### src/rtl/hsv2rgb.sv
// Pixel-stream HSV-to-RGB converter: 3-stage pipeline, hs/vs/de delayed to match.
// hsv = {hue, chroma, value}; rgb = {red, green, blue}; no divider needed.
module hsv2rgb #(
  parameter bit BLANK_ZERO = 1'b1
) (
  input  logic        clk,
  input  logic        rst,
  input  logic        hsv_hs,
  input  logic        hsv_vs,
  input  logic        hsv_de,
  input  logic [23:0] hsv,
  output logic        rgb_hs,
  output logic        rgb_vs,
  output logic        rgb_de,
  output logic [23:0] rgb
);

  // Six 32-code sectors of the 0..191 hue circle, named by the rising/falling edge pair.
  typedef enum logic [2:0] {
    SEC_RED_YEL = 3'd0,
    SEC_YEL_GRN = 3'd1,
    SEC_GRN_CYN = 3'd2,
    SEC_CYN_BLU = 3'd3,
    SEC_BLU_MAG = 3'd4,
    SEC_MAG_RED = 3'd5
  } sector_e;

  logic [7:0] h_in, c_in, v_in;
  logic [7:0] hue_wrapped;
  logic [7:0] mn_d, ce_d;

  assign h_in = hsv[23:16];
  assign c_in = hsv[15:8];
  assign v_in = hsv[7:0];

  assign hue_wrapped = (h_in >= 8'd192) ? (h_in - 8'd192) : h_in;
  // A chroma larger than value would push min below zero; clamp min to 0 and shrink chroma.
  assign mn_d = (c_in <= v_in) ? (v_in - c_in) : 8'd0;
  assign ce_d = v_in - mn_d;

  // Stage 1 registers
  logic [7:0] s1_v, s1_mn, s1_ce;
  logic [2:0] s1_sec;
  logic [4:0] s1_f;

  // Stage 2 registers
  logic [12:0] s2_p;
  logic [7:0]  s2_v, s2_mn;
  logic [2:0]  s2_sec;

  // Sync delay lines; bit k holds the value after stage k+1.
  logic [2:0] hs_sr, vs_sr, de_sr;

  // NOTE: sequential state uses non-blocking assignments so every stage samples
  // the previous stage's pre-edge value; blocking here would collapse the pipeline.
  always_ff @(posedge clk or posedge rst) begin
    if (rst) begin
      s1_v   <= '0;
      s1_mn  <= '0;
      s1_ce  <= '0;
      s1_sec <= '0;
      s1_f   <= '0;
    end else begin
      s1_v   <= v_in;
      s1_mn  <= mn_d;
      s1_ce  <= ce_d;
      s1_sec <= hue_wrapped[7:5];
      s1_f   <= hue_wrapped[4:0];
    end
  end

  always_ff @(posedge clk or posedge rst) begin
    if (rst) begin
      s2_p   <= '0;
      s2_v   <= '0;
      s2_mn  <= '0;
      s2_sec <= '0;
    end else begin
      s2_p   <= 13'(s1_ce) * 13'(s1_f);
      s2_v   <= s1_v;
      s2_mn  <= s1_mn;
      s2_sec <= s1_sec;
    end
  end

  always_ff @(posedge clk or posedge rst) begin
    if (rst) begin
      hs_sr <= '0;
      vs_sr <= '0;
      de_sr <= '0;
    end else begin
      hs_sr <= {hs_sr[1:0], hsv_hs};
      vs_sr <= {vs_sr[1:0], hsv_vs};
      de_sr <= {de_sr[1:0], hsv_de};
    end
  end

  // Stage 3: ramp value x never exceeds chroma, so rise/fall stay inside [mn, V].
  logic [7:0]  x, rise, fall;
  logic [7:0]  r_d, g_d, b_d;
  logic [23:0] rgb_d;

  assign x    = s2_p[12:5];
  assign rise = s2_mn + x;
  assign fall = s2_v - x;

  // NOTE: every always_comb output gets a default first, so no path can infer a latch.
  always_comb begin
    r_d = s2_v;
    g_d = rise;
    b_d = s2_mn;
    case (sector_e'(s2_sec))
      SEC_RED_YEL: begin r_d = s2_v;  g_d = rise;  b_d = s2_mn; end
      SEC_YEL_GRN: begin r_d = fall;  g_d = s2_v;  b_d = s2_mn; end
      SEC_GRN_CYN: begin r_d = s2_mn; g_d = s2_v;  b_d = rise;  end
      SEC_CYN_BLU: begin r_d = s2_mn; g_d = fall;  b_d = s2_v;  end
      SEC_BLU_MAG: begin r_d = rise;  g_d = s2_mn; b_d = s2_v;  end
      SEC_MAG_RED: begin r_d = s2_v;  g_d = s2_mn; b_d = fall;  end
      default:     begin r_d = s2_v;  g_d = rise;  b_d = s2_mn; end
    endcase
    rgb_d = {r_d, g_d, b_d};
    if (BLANK_ZERO && !de_sr[1]) rgb_d = 24'h000000;
  end

  always_ff @(posedge clk or posedge rst) begin
    if (rst) rgb <= '0;
    else     rgb <= rgb_d;
  end

  assign rgb_hs = hs_sr[2];
  assign rgb_vs = vs_sr[2];
  assign rgb_de = de_sr[2];

endmodule

### config.mk
export PLATFORM = sky130hd
export DESIGN_NAME = hsv2rgb
export DESIGN_NICKNAME = d
export VERILOG_FILES = /design/src/rtl/hsv2rgb.sv
export SDC_FILE = /design/constraint.sdc
export NUM_CORES = 1
export LEC_CHECK = 0
export CORE_MARGIN = 2
export CORE_UTILIZATION = 53
export DETAILED_ROUTE_END_ITERATION = 12
export PLACE_DENSITY = 0.77
export SLEW_MARGIN = 20
export SYNTH_ARGS = -nofsm -noshare
export SYNTH_HDL_FRONTEND = slang
export SYNTH_SLANG_ARGS = --single-unit
### constraint.sdc
create_clock -name clk -period 3.3 [get_ports clk]
set_input_delay 0.495 -clock clk [delete_from_list [all_inputs] [get_ports clk]]
set_output_delay 0.495 -clock clk [all_outputs]
set_load 0.01 [all_outputs]
==> results.sh <==
export IMPL_min_period_ps=3544
export IMPL_synthAdderAreaFrac=0.1672
export IMPL_pwr_share_seq=0.259
export IMPL_crit_type="flip-flop to flip-flop"
export IMPL_clockRootBuffer="clkbuf_16"
export IMPL_syn_to_final_growth_pct=28.94
export IMPL_placed_area_mm2=0.007191
export IMPL_synth_seq_cells=92
export IMPL_die_width_um=110.7
export IMPL_netlist_area_mm2=0.006032
export IMPL_via_per_inst=5.721
export IMPL_synth_compound_area_share=0.1747
export IMPL_antenna_found_initial=0
export IMPL_r2r_start="s1_f[3]"
export IMPL_relSlewSlack=0.4992
export IMPL_core_area_mm2=0.01098
export IMPL_fin_area_mm2=0.007777
export IMPL_async_flop_share=1.000
export IMPL_min_from="hsv[0]"
export IMPL_grt_max_degree=40
export IMPL_post_dp_hpwl_um=11410
export IMPL_status="finished with violations"
export IMPL_register_area_mm2=0.002306
export IMPL_std_cell_rows=38
export IMPL_ys_seq_area_frac=0.3817
export IMPL_slew_violations=0
export IMPL_start_util=0.5492
export IMPL_end_kind="flip-flop"
export IMPL_synth_cell_type_count=68
export IMPL_setup_violations=7
export IMPL_avgSynthCellArea_um2=9.590
export IMPL_rsz0062_at_grt="true"
export IMPL_gp_congestion=0.9577
export IMPL_clk_pin_slew_ps=60
export IMPL_dp_slack_ps=-510.6
export IMPL_synth_edf_count=0
export IMPL_switching_share=0.3938
export IMPL_violations="setup timing"
export IMPL_cap_violations=0
export IMPL_dieArea_mm2=0.01225
export IMPL_clock_sinks=92
export IMPL_worst_slew_pin_slew_ps=748.4
export IMPL_antenna_cells=0
export IMPL_synth_cells=629
export IMPL_p_int_mw=3.493
export IMPL_fin_setup_tns_ps=-1017
export IMPL_nets=848
export IMPL_p_clk_frac=0.181
export IMPL_fin_hold_ws_ps=304.8
export IMPL_ys_warn_count=0
export IMPL_comb_power_share=0.560
export IMPL_grt_pass1_wl_um=24650
export IMPL_hold_violations=0
export IMPL_drive_gt1_frac=0.2024
export IMPL_synth_top_family_by_area="compound AO/OA/AOI/OAI gates"
export IMPL_hp_class="input pin to flip-flop"
export IMPL_peakVddDrop_uv=486.0
export IMPL_grt_pass1_vias=5081
export IMPL_finClkSkew_ps=4.372
export IMPL_die_y_um=110.7
export IMPL_ys_flop_type="dfrtp_1"
export IMPL_p_leak_nw=3.715
export IMPL_fmax_mhz=282.2
export IMPL_p_sw_mw=2.269
export IMPL_crit_fanout=6
export IMPL_synth_nets=726
export IMPL_htree_levels=3
export IMPL_p_per_area_mw_per_mm2=740.8
export IMPL_antenna_left=0
export IMPL_startpoint="s1_f[3]"
export IMPL_synthSimpleGateAreaFrac=0.1543
export IMPL_clock_path_buffers=2
export IMPL_overflow=0
export IMPL_fillers=816
export IMPL_layout_common_cells="dfrtp_1, buf_4, inv_1, clkdlybuf4s50_1, nand2_1"
export IMPL_port_buffers=55
export IMPL_drtIter0Drc=281
export IMPL_clk_latency_ps=350
export IMPL_cts_buffers=9
export IMPL_cp_required_ps=3570
export IMPL_vias=5126
export IMPL_io_pins=56
export IMPL_cts_tree="done"
export IMPL_min_period_over_period=1.074
export IMPL_dr_pass1_iters=5
export IMPL_multiInputGateArea_mm2=0.003608
export IMPL_arrival_ps=3810
export IMPL_final_common_cell="dfrtp_1"
export IMPL_critPathLaunchType="flip-flop"
export IMPL_wl_per_cell_um=17.02
export IMPL_synth_xor_area_frac=0.03920
export IMPL_routed_wl_um=15250
export IMPL_grt_usage=0.2521
export IMPL_postLayoutSetupSlackWorst_ps=-244.2
export IMPL_drcViolationCount=0
export IMPL_synthMuxAreaShare=0.02697
[worst paths after layout]
kind,cells after the start,slack (ps),end
setup / recovery,12,-240,s2_p[12]
hold / removal,1,300,s1_v[0]
setup reg to reg,12,-240,s2_p[12]
hold reg to reg,0,350,s2_v[2]
max in group asynchronous,3,1980,de_sr[0]
min in group asynchronous,2,530,s1_sec[2]
[Yosys cell counts, drive strengths merged (6+ instances only)]
master | count | area (um2)
dfrtp | 92 | 2302
inv | 64 | 240.2
nand2 | 53 | 198.9
ha | 47 | 588.1
nor2 | 45 | 168.9
a21oi | 39 | 202.7
and2 | 28 | 175.2
o21ai | 22 | 113.9
fa | 21 | 420.4
xnor2 | 19 | 166.4
a211oi | 13 | 97.59
a21o | 13 | 97.59
clkbuf | 12 | 46.29
nor2b | 11 | 68.82
nor3 | 11 | 55.05
buf | 10 | 51.29
o211ai | 10 | 80.07
nand3 | 9 | 45.04
nand4 | 9 | 56.30
mux2i | 8 | 80.08
o21a | 8 | 60.06
xor2 | 8 | 70.07
o22ai | 6 | 37.54
[flip-flops by register name, indices dropped and copies added, names as in the netlist, 5 cells and up]
register  cells
s1_v          8
s1_mn         8
s1_f          5
s2_mn         8
s1_ce         8
rgb          24
s2_v          8
s2_p          8
[final cells by class]
| type | instances | area share |
|---|---|---|
| clock buffers | 10 | 0.02944 |
| clock inverters | 6 | 0.009170 |
| inverters | 64 | 0.03105 |
| multi-input cells | 451 | 0.4640 |
| flip-flops and latches | 92 | 0.2965 |
| well taps | 140 | 0.02252 |
| repair buffers | 133 | 0.1474 |
[logic make-up after synthesis]
logic type                 after synthesis
and+or+nand+nor                        190
buffers and inverters                   86
DFF                                     92
AOI/OAI and AO/OA                      152
adders and majority gates               68
muxes                                   14
xor gates and xnor gates                27
[critical path: stages (launching register included)]
cell and delay (ps):
dfrtp_1 450, and2_1 180, fa_1 460, fa_1 490, inv_1 60, fa_1 540
inv_1 40, ha_2 180, or3_4 320, o211ai_1 290, nor2_1 90, a211oi_2 210
xnor2_1 150
[metrics by stage]
stage / total power, mW / util / instances
after floorplan: 3.614 / - / 629
after global placement: 4.423 / 0.6547 / 868
after detailed placement: 4.542 / 0.6547 / 868
after CTS: 5.714 / 0.6921 / 890
after global routing: 6.226 / 0.7081 / 896
final: 5.761 / 0.7081 / 896
[power groups by stage]
| stage | clock, mW | sequential (mW) | combinational, mW |
|---|---|---|---|
| after CTS | 1.06 | 1.49 | 3.17 |
| after global placement | 0 | 1.51 | 2.92 |
| after global routing | 1.11 | 1.51 | 3.60 |
| final | 1.04 | 1.49 | 3.23 |
| after floorplan | 0 | 1.47 | 2.14 |
| after detailed placement | 0 | 1.51 | 3.03 |
[what timing repair did]
action,CTS,global route
hold buffers,0,0
resized for setup,15,26
setup endpoints to repair,9,11
pin swaps,10,16
buffers inserted,6,6
[per-layer routing]
metal  routed length, um  track usage  vias up
met3                 725      0.05358       41
met4                 517       0.1183        0
met1                6582       0.3151     2479
met5                   0            0        -
met2                7423       0.4196      174
li1                    -            -     2432
(Power assumes the default switching activity.)
